### src/rtl/jtdd_rom_slot_pkg.sv
// Shared types and constants for the jtdd ROM slot: FSM states, line geometry
// and the byte-select helper used by the line storage.
package jtdd_rom_slot_pkg;

  typedef enum logic [1:0] {
    ST_IDLE = 2'd0,
    ST_REQ  = 2'd1,
    ST_FILL = 2'd2
  } state_e;

  localparam int LINE_BYTES = 4;
  localparam int WORD_W     = 16;
  localparam int LINE_W     = 8 * LINE_BYTES;

  // Byte 0 sits in the least significant bits, matching the even-address-low SDRAM layout.
  function automatic logic [7:0] pick_byte(input logic [LINE_W-1:0] line, input logic [1:0] sel);
    logic [7:0] b;
    case (sel)
      2'd0:    b = line[7:0];
      2'd1:    b = line[15:8];
      2'd2:    b = line[23:16];
      2'd3:    b = line[31:24];
      default: b = 8'h00;
    endcase
    return b;
  endfunction

endpackage

### src/rtl/jtdd_rom_slot_if.sv
// Bundle of the client ROM request port and the SDRAM burst port seen by one ROM slot.
// slave = the slot itself, master = the client/back-end side driving it.
interface jtdd_rom_slot_if #(
  parameter int AW = 18
);
  logic          downloading;
  logic          rom_cs;
  logic [AW-1:0] rom_addr;
  logic [7:0]    rom_data;
  logic          rom_ok;
  logic          sdram_req;
  logic [AW-2:0] sdram_addr;
  logic          sdram_ack;
  logic          sdram_rdy;
  logic [15:0]   sdram_din;

  modport slave (
    input  downloading, rom_cs, rom_addr, sdram_ack, sdram_rdy, sdram_din,
    output rom_data, rom_ok, sdram_req, sdram_addr
  );

  modport master (
    output downloading, rom_cs, rom_addr, sdram_ack, sdram_rdy, sdram_din,
    input  rom_data, rom_ok, sdram_req, sdram_addr
  );
endinterface

### src/rtl/jtdd_rom_line.sv
// One cache line of the ROM slot: valid bit, tag and 4 data bytes, with a
// combinational lookup (hit + selected byte) and word-wise burst writes.
module jtdd_rom_line
  import jtdd_rom_slot_pkg::*;
#(
  parameter int TW = 16
) (
  input  logic              clk,
  input  logic              rst,
  input  logic              clr,
  input  logic              we,
  input  logic              wsel,
  input  logic [WORD_W-1:0] wdata,
  input  logic              commit,
  input  logic [TW-1:0]     commit_tag,
  input  logic [TW-1:0]     look_tag,
  input  logic [1:0]        look_byte,
  output logic              hit,
  output logic [7:0]        rd_byte
);

  logic              valid_q, valid_d;
  logic [TW-1:0]     tag_q, tag_d;
  logic [LINE_W-1:0] data_q, data_d;

  // A line being overwritten drops its valid bit until the burst commits.
  always_comb begin
    valid_d = valid_q;
    tag_d   = tag_q;
    data_d  = data_q;
    if (clr) begin
      valid_d = 1'b0;
    end else if (commit) begin
      valid_d = 1'b1;
    end else if (we) begin
      valid_d = 1'b0;
    end else begin
      valid_d = valid_q;
    end
    if (commit) begin
      tag_d = commit_tag;
    end else begin
      tag_d = tag_q;
    end
    if (we) begin
      if (wsel) begin
        data_d[31:16] = wdata;
      end else begin
        data_d[15:0] = wdata;
      end
    end else begin
      data_d = data_q;
    end
  end

  always_ff @(posedge clk or posedge rst) begin
    if (rst) begin
      valid_q <= 1'b0;
      tag_q   <= {TW{1'b0}};
      data_q  <= {LINE_W{1'b0}};
    end else begin
      valid_q <= valid_d;
      tag_q   <= tag_d;
      data_q  <= data_d;
    end
  end

  assign hit     = valid_q & (tag_q == look_tag);
  assign rd_byte = pick_byte(data_q, look_byte);

endmodule

### src/rtl/jtdd_rom_slot.sv
// ROM slot: serves client byte reads from a small line cache refilled by 2-word SDRAM bursts.
// Define JTDD_ROM_SLOT_2WAY_EN for two lines with a round-robin victim; otherwise one line.
module jtdd_rom_slot
  import jtdd_rom_slot_pkg::*;
#(
  parameter int AW = 18,
  parameter int LW = 2
) (
  input logic            clk,
  input logic            rst,
  jtdd_rom_slot_if.slave bus
);

  localparam int TW = AW - LW;
`ifdef JTDD_ROM_SLOT_2WAY_EN
  localparam int NL = 2;
`else
  localparam int NL = 1;
`endif

  state_e        state_q, state_d;
  logic          req_q, req_d;
  logic [AW-2:0] saddr_q, saddr_d;
  logic [TW-1:0] ftag_q, ftag_d;
  logic          cnt_q, cnt_d;
  logic          dl_seen_q, dl_seen_d;
  logic          ok_q, ok_d;
  logic [7:0]    data_q, data_d;
`ifdef JTDD_ROM_SLOT_2WAY_EN
  logic          ptr_q, ptr_d;
`endif

  logic [TW-1:0] look_tag_s;
  logic [NL-1:0] hit_s;
  logic [NL-1:0] we_s;
  logic [NL-1:0] commit_v_s;
  logic [7:0]    rd_byte_s [NL];
  logic          hit_any_s;
  logic [7:0]    hit_byte_s;
  logic          we_any_s;
  logic          wsel_s;
  logic          commit_s;

  assign look_tag_s = bus.rom_addr[AW-1:LW];

  for (genvar i = 0; i < NL; i++) begin : g_line
    jtdd_rom_line #(.TW(TW)) u_line (
      .clk        (clk),
      .rst        (rst),
      .clr        (bus.downloading),
      .we         (we_s[i]),
      .wsel       (wsel_s),
      .wdata      (bus.sdram_din),
      .commit     (commit_v_s[i]),
      .commit_tag (ftag_q),
      .look_tag   (look_tag_s),
      .look_byte  (bus.rom_addr[1:0]),
      .hit        (hit_s[i]),
      .rd_byte    (rd_byte_s[i])
    );
  end

`ifdef JTDD_ROM_SLOT_2WAY_EN
  assign we_s       = {we_any_s & ptr_q, we_any_s & ~ptr_q};
  assign commit_v_s = {commit_s & ptr_q, commit_s & ~ptr_q};
`else
  assign we_s       = we_any_s;
  assign commit_v_s = commit_s;
`endif

  // Merge the per-line lookups; at most one line can hold a given tag.
  always_comb begin
    hit_any_s  = |hit_s;
    hit_byte_s = 8'h00;
    for (int i = 0; i < NL; i++) begin
      if (hit_s[i]) begin
        hit_byte_s = rd_byte_s[i];
      end else begin
        hit_byte_s = hit_byte_s;
      end
    end
  end

  // Fetch FSM, burst word counter and registered client outputs.
  always_comb begin
    state_d   = state_q;
    req_d     = req_q;
    saddr_d   = saddr_q;
    ftag_d    = ftag_q;
    cnt_d     = cnt_q;
    dl_seen_d = dl_seen_q;
    we_any_s  = 1'b0;
    wsel_s    = 1'b0;
    commit_s  = 1'b0;
    case (state_q)
      ST_IDLE: begin
        if (bus.rom_cs & ~hit_any_s & ~bus.downloading) begin
          state_d   = ST_REQ;
          req_d     = 1'b1;
          ftag_d    = look_tag_s;
          saddr_d   = {look_tag_s, 1'b0};
          dl_seen_d = 1'b0;
        end else begin
          state_d = ST_IDLE;
        end
      end
      ST_REQ: begin
        dl_seen_d = dl_seen_q | bus.downloading;
        if (bus.sdram_ack) begin
          req_d   = 1'b0;
          state_d = ST_FILL;
          cnt_d   = 1'b0;
          // The first word may arrive together with the ack.
          if (bus.sdram_rdy) begin
            we_any_s = 1'b1;
            wsel_s   = 1'b0;
            cnt_d    = 1'b1;
          end else begin
            cnt_d = 1'b0;
          end
        end else begin
          state_d = ST_REQ;
        end
      end
      ST_FILL: begin
        dl_seen_d = dl_seen_q | bus.downloading;
        if (bus.sdram_rdy) begin
          we_any_s = 1'b1;
          wsel_s   = cnt_q;
          if (cnt_q) begin
            commit_s = ~dl_seen_q & ~bus.downloading;
            cnt_d    = 1'b0;
            state_d  = ST_IDLE;
          end else begin
            cnt_d = 1'b1;
          end
        end else begin
          state_d = ST_FILL;
        end
      end
      default: begin
        state_d = ST_IDLE;
        req_d   = 1'b0;
        cnt_d   = 1'b0;
      end
    endcase

    ok_d = bus.rom_cs & hit_any_s & ~bus.downloading;
    if (ok_d) begin
      data_d = hit_byte_s;
    end else begin
      data_d = data_q;
    end
  end

`ifdef JTDD_ROM_SLOT_2WAY_EN
  // Round-robin victim advances only when a fill actually becomes valid.
  always_comb begin
    if (commit_s) begin
      ptr_d = ~ptr_q;
    end else begin
      ptr_d = ptr_q;
    end
  end
`endif

  always_ff @(posedge clk or posedge rst) begin
    if (rst) begin
      state_q   <= ST_IDLE;
      req_q     <= 1'b0;
      saddr_q   <= {(AW-1){1'b0}};
      ftag_q    <= {TW{1'b0}};
      cnt_q     <= 1'b0;
      dl_seen_q <= 1'b0;
      ok_q      <= 1'b0;
      data_q    <= 8'h00;
`ifdef JTDD_ROM_SLOT_2WAY_EN
      ptr_q     <= 1'b0;
`endif
    end else begin
      state_q   <= state_d;
      req_q     <= req_d;
      saddr_q   <= saddr_d;
      ftag_q    <= ftag_d;
      cnt_q     <= cnt_d;
      dl_seen_q <= dl_seen_d;
      ok_q      <= ok_d;
      data_q    <= data_d;
`ifdef JTDD_ROM_SLOT_2WAY_EN
      ptr_q     <= ptr_d;
`endif
    end
  end

  assign bus.rom_ok     = ok_q;
  assign bus.rom_data   = data_q;
  assign bus.sdram_req  = req_q;
  assign bus.sdram_addr = saddr_q;

endmodule

### src/flat_wrapper.sv
// flat-port wrapper written by rule: the top's interface ports become plain ports
module jtdd_rom_slot_flat import jtdd_rom_slot_pkg::*;
#(
  parameter int AW = 18,
  parameter int LW = 2
)
  (clk, rst, bus_downloading, bus_rom_cs, bus_rom_addr, bus_sdram_ack, bus_sdram_rdy, bus_sdram_din, bus_rom_data, bus_rom_ok, bus_sdram_req, bus_sdram_addr);
  jtdd_rom_slot_if #(.AW(AW)) bus_i ();
  input logic clk;
  input logic rst;
  input wire logic [$bits(bus_i.downloading)-1:0] bus_downloading;
  input wire logic [$bits(bus_i.rom_cs)-1:0] bus_rom_cs;
  input wire logic [$bits(bus_i.rom_addr)-1:0] bus_rom_addr;
  input wire logic [$bits(bus_i.sdram_ack)-1:0] bus_sdram_ack;
  input wire logic [$bits(bus_i.sdram_rdy)-1:0] bus_sdram_rdy;
  input wire logic [$bits(bus_i.sdram_din)-1:0] bus_sdram_din;
  output wire logic [$bits(bus_i.rom_data)-1:0] bus_rom_data;
  output wire logic [$bits(bus_i.rom_ok)-1:0] bus_rom_ok;
  output wire logic [$bits(bus_i.sdram_req)-1:0] bus_sdram_req;
  output wire logic [$bits(bus_i.sdram_addr)-1:0] bus_sdram_addr;
  assign bus_i.downloading = bus_downloading;
  assign bus_i.rom_cs = bus_rom_cs;
  assign bus_i.rom_addr = bus_rom_addr;
  assign bus_i.sdram_ack = bus_sdram_ack;
  assign bus_i.sdram_rdy = bus_sdram_rdy;
  assign bus_i.sdram_din = bus_sdram_din;
  assign bus_rom_data = bus_i.rom_data;
  assign bus_rom_ok = bus_i.rom_ok;
  assign bus_sdram_req = bus_i.sdram_req;
  assign bus_sdram_addr = bus_i.sdram_addr;
  jtdd_rom_slot #(.AW(AW), .LW(LW)) u_core (.clk(clk), .rst(rst), .bus(bus_i));
endmodule
### config.mk
export PLATFORM = sky130hd
export DESIGN_NAME = jtdd_rom_slot_flat
export DESIGN_NICKNAME = d
export VERILOG_FILES = /design/src/rtl/jtdd_rom_slot_pkg.sv /design/src/rtl/jtdd_rom_slot_if.sv /design/src/rtl/jtdd_rom_line.sv /design/src/rtl/jtdd_rom_slot.sv /design/src/flat_wrapper.sv
export SDC_FILE = /design/constraint.sdc
export NUM_CORES = 1
export LEC_CHECK = 0
export CAP_MARGIN = 15
export CORE_MARGIN = 5
export CORE_UTILIZATION = 52
export DETAILED_ROUTE_END_ITERATION = 10
export GPL_ROUTABILITY_DRIVEN = 0
export PLACE_DENSITY = 0.89
export SYNTH_ARGS = -nofsm -noshare
export SYNTH_HDL_FRONTEND = slang
export SYNTH_SLANG_ARGS = --single-unit
export TNS_END_PERCENT = 1
### constraint.sdc
create_clock -name clk -period 3.2 [get_ports clk]
set_input_delay 0.32 -clock clk [delete_from_list [all_inputs] [get_ports clk]]
set_output_delay 0.32 -clock clk [all_outputs]
set_load 0.1 [all_outputs]
==> summary.txt, run 1 <==
Power and ir drop
  – Worst vdd ir: 772.5 uV
  – Cell Int Power: 2.428 mW
  – Comb power frac: 43.7%
  – Seq pwr share: 37.5%
  – Design Power: 4.183 mW
  – P_leak: 2.045 nW
  – Switching power: 1.755 mW
  – PD cells: 932.7 mW/mm2
  – Clock share of power: 18.8%
  – Sw Share: 41.96%

Die
  – Cell Rows: 30
  – Die span in x: 92.64 um
  – Core Box Area: 0.006719 mm2
  – I/O pin count: 67
  – Die Y: 92.64 um
  – Starting Density: 52.85%
  – Full die area: 0.008581 mm2

Critical path
  – CP Buf/Inv Count: 1
  – Path depth of the worst reg2reg path: 4
  – Slowest Stage Delay on Critical Path: 0.81 ns
  – Crit Reg-Reg Startpoint: u_core.state_q[0]
  – CP max FO: 17
  – Worst EP required: 3.42 ns
  – Critical path class: flip-flop to flip-flop
  – R2R Setup Slk: 0.86 ns
  – CP cell instances: inv_1 > ha_1 > nand4_1 > mux2_2
  – Crit end category: flip-flop
  – Crit start category: flip-flop
  – CP Data Arrival Time: 2.56 ns
  – Slowest CP cell: nand4_1
  – R2R Path End: u_core.g_line[0].u_line.tag_q[1]
  – Delay-heaviest family, CP: simple AND/OR/NAND/NOR gates

STA
  – Unrepaired setup endpoints after global routing: no
  – Fin Clk Skew: 0.01146 ns
  – Rel. slew slack: 32.49%
  – Final worst path period share: 73.09%
  – Final hold violations: 0
  – FMAX: 0.4275 GHz
  – Least-Margin Pin Slew: 1.010 ns
  – Setup tns final: 0 ns
  – Final setup fails: 0
  – Slew Viols, Final: 0
  – Final setup margin: 0.8610 ns
  – Period minus WS final: 2.339 ns

Clocking
  – Setup bufs post-CTS: 0
  – Clock Sinks: 79
  – Clk root buf: clkbuf_8
  – CTS max path bufs: 2
  – Latest clock arrival within the worst-skew pair: 0.34 ns
  – CTS tree: yes
  – Cts hold-fix bufs: 0
  – Clk slew on worst S/H paths: 0.08 ns
  – TritonCTS Buffers: 9
  – Htree depth: 3
  – Post-CTS Resized: 0

Placement
  – PortBufs: 65
  – HPWL after DPL: 5050 um
  – Placed cells: 381
  – DP Worst Slack: 0.5442 ns

Yosys
  – Yosys reg bits: 79
  – Synth Area in Compound Gates: 2.467%
  – Simple-gate area share of the yosys netlist: 5.567%
  – Synth Instances: 242
  – Mux cell area share after synthesis: 28.75%
  – Netlist Area Pre-Place: 0.003551 mm2
  – Area share of fa/ha/maj cells after synthesis: 1.409%
  – Largest family of logic cells by synthesized area: multiplexers
  – XOR/XNOR share of the synthesized area: 3.946%
  – Unique masters post-synth: 34
  – Seq/Total Area, Yosys: 55.67%
  – Syn nets: 286
  – Syn Area/Cell: 14.67 um2
  – Synthesis Warnings: 0

Route
  – Vias per cell: 5.497
  – WL final: 6979 um
  – Wire per inst: 17.62 um
  – DRT Pass-1 Iters: 5
  – Via count: 2177
  – DR DRC count: 0
  – Drt first-iter violations: 62
  – Remaining antenna violation count after routing: 0

Final layout
  – Fin nets: 356
  – Final Core Density: 66.76%
  – Non-Filler Instances: 396
  – Most used cells in the layout excluding fill and tap cells: dfrtp_1 (79), clkdlybuf4s50_1 (65), mux2_2 (53)
  – Share of cells above drive strength 1: 29.11%
  – Area growth syn-to-layout: 26.32%
  – Layout fillers: 479
  – Reg area: 0.001977 mm2
  – Antenna cells: 0
  – Commonest non-fill, non-tap cell in the layout: dfrtp_1
  – Area taken by multi-input logic gates: 0.001500 mm2

GRT
  – Total gr overflow: 0
  – Vias in the first global route: 2390
  – Most Crowded Layer GR: met2
  – Largest net degree at the start of global routing: 37
  – M3 GR Usage: 4.143%
  – M2 GR Usage: 29.12%
  – Met1 usage: 22.98%
  – First-pass GRT wire length: 11850 um
  – Initial antenna violation count: 0
  – GRT Overall Usage: 17.76%

Job
  – Maxcap violations: 0

Hold path
  – HP Class: input port to asynchronous set/reset pin

Run status
  – Status: completed
cell families after synthesis:
kind of cell	after synthesis
other	1
and+or+nand+nor	35
muxes	80
xor gates and xnor gates	16
DFF	79
AOI/OAI and AO/OA	13
adders and majority gates	4
buffers and inverters	14
cells in the mapped netlist:
cell / count / share of area, %
nand2_1: 8 / 0.85
nor4_2: 2 / 0.70
nand4_1: 3 / 0.53
and3_1: 2 / 0.35
mux4_2: 8 / 5.1
clkbuf_1: 4 / 0.42
xnor2_1: 8 / 2.0
o211ai_2: 1 / 0.35
ha_1: 4 / 1.4
buf_4: 1 / 0.21
buf_6: 2 / 0.63
inv_1: 4 / 0.42
o31ai_1: 2 / 0.42
or3_1: 1 / 0.18
xor2_1: 8 / 2.0
mux2_1: 11 / 3.5
nor2b_1: 5 / 0.88
nand3_1: 2 / 0.28
o32a_1: 1 / 0.28
nand3b_1: 2 / 0.42
o21ai_0: 6 / 0.85
a31oi_1: 1 / 0.18
buf_2: 2 / 0.28
conb_1: 1 / 0.11
a21oi_1: 1 / 0.14
o41ai_1: 1 / 0.25
or4_1: 1 / 0.21
or2_2: 1 / 0.18
mux2_4: 8 / 3.4
dfrtp_1: 79 / 56
mux2_2: 53 / 17
buf_1: 1 / 0.11
nand2b_1: 2 / 0.35
nor2_1: 6 / 0.63
routing by layer:
| metal | wire length [um] | vias up | part of all wire, % |
|---|---|---|---|
| li1 | - | 1000 | - |
| met1 | 3066 | 1126 | 44 |
| met2 | 3525 | 42 | 51 |
| met3 | 279 | 9 | 4.0 |
| met4 | 108 | 0 | 1.5 |
| met5 | 0 | - | 0 |
worst max path at each step:
stage | start | endpoint | cells past startpoint
floorplan | rst | u_core.bus.rom_data[0] | 1
global placement | bus_rom_addr[13] | u_core.bus.rom_data[6] | 6
detailed placement | bus_rom_addr[13] | u_core.bus.rom_data[5] | 6
CTS | u_core.state_q[0] | u_core.g_line[0].u_line.tag_q[15] | 4
global route | u_core.state_q[0] | u_core.g_line[0].u_line.tag_q[15] | 4
finish | u_core.state_q[0] | u_core.g_line[0].u_line.tag_q[1] | 4
stage by stage:
stage          instance area [um2]  hold slack, ns
2_1_floorplan                 3551          0.4517
3_3_place_gp                  4274          0.4811
3_5_place_dp                  4274          0.4918
4_1_cts                       4486          0.3759
5_1_grt                       4486          0.4262
6_report                      4486          0.3699
power groups by stage:
stage	combinational [mW]	clock (mW)	sequential, mW
after CTS	1.84	0.802	1.57
after global routing	1.92	0.839	1.61
after floorplan	0.631	0	2.32
final	1.83	0.786	1.57
after detailed placement	1.84	0	1.58
after global placement	1.80	0	1.56
sequential cells by signal, summed over array words and instances, names as in the netlist, 2 cells and up:
| register | count |
|---|---|
| u_core.bus.rom_data | 8 |
| u_core.ftag_q | 16 |
| u_core.g_line.u_line.data_q | 32 |
| u_core.g_line.u_line.tag_q | 16 |
| u_core.state_q | 2 |
cell type report:
type | count | area share (%)
clock inverters | 5 | 1.869
inverters | 4 | 0.3626
repair buffers | 69 | 15.17
multi-input cells | 149 | 33.44
clock buffers | 10 | 2.845
well taps | 80 | 2.232
flip-flops and latches | 79 | 44.07
(Power assumes the default switching activity.)
==> inputs of run 2 (changes only) <==
CORE_UTILIZATION = 47   (was 52)
PLACE_DENSITY = 0.85   (was 0.89)
clock period = 2.14 ns   (was 3.2 ns; I/O delays follow)
==> run 2 against run 1 <==
  * Register-to-register slack got worse by 0.78 ns
  * Worst hold slack lost 0.027 ns
  * Critical endpoint is now u_core.bus.rom_data[3]
  * Clock power is 36% higher
==> summary.txt, run 2 (same netlist as run 1, synthesis figures left out) <==
Critical path
  – CP cell instances: xor2_1 > nor4_2 > nand3_1 > or3_1 > buf_4 > mux2_4
  – Crit end category: flip-flop
  – CP Data Arrival Time: 2.29 ns (-0.27 ns)
  – Delay-heaviest family, CP: simple AND/OR/NAND/NOR gates
  – CP Buf/Inv Count: 1 (unchanged)
  – Critical path class: flip-flop to flip-flop
  – Critical Path Source: u_core.g_line[0].u_line.tag_q[0]
  – Slowest Stage Delay on Critical Path: 0.39 ns (-0.42 ns)
  – Crit start category: flip-flop
  – Slowest CP cell: dfrtp_1
  – Crit Reg-Reg Startpoint: u_core.g_line[0].u_line.tag_q[0]
  – CP max FO: 8 (-9)
  – Worst EP required: 2.37 ns (-1.05 ns)

Die
  – Die Y: 96.92 um (+4.6%)
  – Cell Rows: 31 (+3.3%)
  – I/O pin count: 67 (unchanged)
  – Starting Density: 48.70% (-4.2 points)
  – Die span in x: 96.92 um (+4.6%)
  – Full die area: 0.009393 mm2 (+9.5%)
  – Core Box Area: 0.007292 mm2 (+8.5%)

STA
  – FMAX: 0.4851 GHz (+13%)
  – Fin Clk Skew: 0.01066 ns (-0.0007976 ns)
  – Slew Viols, Final: 0 (unchanged)
  – Period minus WS final: 2.062 ns (-0.2775 ns)
  – Final setup fails: 0 (unchanged)
  – Final hold violations: 0 (unchanged)
  – Min Hold Slack: 0.3430 ns (-0.02689 ns)
  – Final worst path period share: 96.33% (+23 points)

GRT
  – Vias in the first global route: 2356 (-1.4%)
  – Total gr overflow: 0 (unchanged)
  – GRT Overall Usage: 15.11% (-2.6 points)
  – Largest net degree at the start of global routing: 80 (+120%)
  – First-pass GRT wire length: 11610 um (-2.0%)
  – Initial antenna violation count: 0 (unchanged)

Final layout
  – Commonest non-fill, non-tap cell in the layout: dfrtp_1
  – Finished Cell Area: 0.004537 mm2 (+1.1%)
  – Share of cells above drive strength 1: 38.96% (+9.8 points)
  – Largest registers: u_core.g_line.u_line.data_q (32), u_core.ftag_q (16), u_core.g_line.u_line.tag_q (16)
  – Area growth syn-to-layout: 27.77%
  – Max reg flops: 32 (unchanged)
  – Largest register by flop count: u_core.g_line.u_line.data_q
  – Antenna cells: 0 (unchanged)
  – Non-Filler Instances: 425 (+7.3%)
  – Most used cells in the layout excluding fill and tap cells: dfrtp_1 (79), mux2_2 (53), clkdlybuf4s50_1 (39)
  – Fin nets: 366 (+2.8%)

Job
  – Maxcap violations: 0 (unchanged)

Clocking
  – Htree depth: 3 (unchanged)
  – Latest clock arrival within the worst-skew pair: 0.34 ns (about the same)
  – Clk root buf: clkbuf_8
  – CTS tree: yes
  – CTS max path bufs: 2 (unchanged)
  – Clk slew on worst S/H paths: 0.08 ns (about the same)
  – Setup bufs post-CTS: 0 (unchanged)
  – Post-CTS Resized: 0 (unchanged)
  – Clock Sinks: 79 (unchanged)
  – Cts hold-fix bufs: 0 (unchanged)
  – TritonCTS Buffers: 9 (unchanged)

Route
  – Remaining antenna violation count after routing: 0 (unchanged)
  – WL final: 6913 um (-0.95%)
  – Drt first-iter violations: 58 (-6.5%)
  – Wire per inst: 16.27 um (-7.7%)
  – DR DRC count: 0 (unchanged)
  – Via count: 2186 (+0.41%)
  – DRT Pass-1 Iters: 4 (-1)
  – Vias per cell: 5.144 (-6.4%)

Placement
  – Placed cells: 409 (+7.3%)
  – Post-Place Cell Area: 0.004340 mm2 (+1.6%)
  – HPWL after DPL: 4966 um (-1.7%)
  – PortBufs: 65 (unchanged)

Hold path
  – HP Class: input port to asynchronous set/reset pin

Power and ir drop
  – P_leak: 2.134 nW (+4.3%)
  – Worst vdd ir: 1160 uV (+50%)
  – PD cells: 1354 mW/mm2 (+45%)

Run status
  – Status: completed
[run 2: cell types whose count changed in the layout (fill, tap and decap cells not counted)]
cell and change:
bufinv_16 -1, buf_12 +3, buf_4 +33, clkbuf_1 +1, clkbuf_8 +1, clkdlybuf4s50_1 -26, clkinvlp_4 -1
[run 2: final cells by class]
| cell class | count | area [um2] |
|---|---|---|
| Fill cell | 597 | 2755 |
| Sequential cell | 79 | 1977 |
| Multi-Input combinational cell | 149 | 1500 |
| Timing Repair Buffer | 79 | 728.2 |
| Clock buffer | 12 | 145.1 |
| Tap cell | 99 | 123.9 |
| Clock inverter | 3 | 43.79 |
| Inverter | 4 | 18.77 |
[run 2: through the flow]
| stage | utilization (%) | setup TNS, ns | total power [mW] | setup WS (ns) |
|---|---|---|---|---|
| after floorplan | - | 0 | 4.413 | 0.05789 |
| after global placement | 59.52 | -3.289 | 5.025 | -0.1891 |
| after detailed placement | 59.52 | -4.044 | 5.113 | -0.2220 |
| after CTS | 62.11 | 0 | 6.197 | 0.05470 |
| after global routing | 62.22 | -0.03256 | 6.444 | -0.01084 |
| final | 62.22 | 0 | 6.145 | 0.07847 |
[run 2: final timing paths]
path	to	slack, ns	depth (start not counted)
setup / recovery	u_core.bus.rom_data[3]	0.08	6
hold / removal	u_core.g_line[0].u_line.data_q[12]	0.34	3
setup reg to reg	u_core.bus.rom_data[3]	0.08	6
hold reg to reg	u_core.g_line[0].u_line.data_q[18]	0.50	1
max in group asynchronous	u_core.bus.sdram_req	1.50	3
min in group clk	u_core.bus.rom_ok	0.47	3
[run 2: power by group]
| group | switching (mW) | leakage (nW) | internal, mW |
|---|---|---|---|
| Sequential | 0.328 | 1.03 | 2.01 |
| Clock | 0.508 | 0.0964 | 0.566 |
| Combinational | 1.77 | 1.00 | 0.957 |
| Total | 2.61 | 2.13 | 3.53 |
[run 2: routing by layer]
| layer | GRT usage, % | routed length [um] | up-vias |
|---|---|---|---|
| met4 | 7.127 | 143 | 0 |
| met5 | 0 | 0 | - |
| met3 | 2.734 | 224 | 10 |
| met1 | 19.74 | 3100 | 1112 |
| met2 | 24.36 | 3444 | 44 |
| li1 | - | - | 1020 |
[run 2: tightest hold or removal path: stages]
cell,delay (ns)
clkdlybuf4s50_1,0.44
clkinvlp_4,0.09
buf_12,0.34
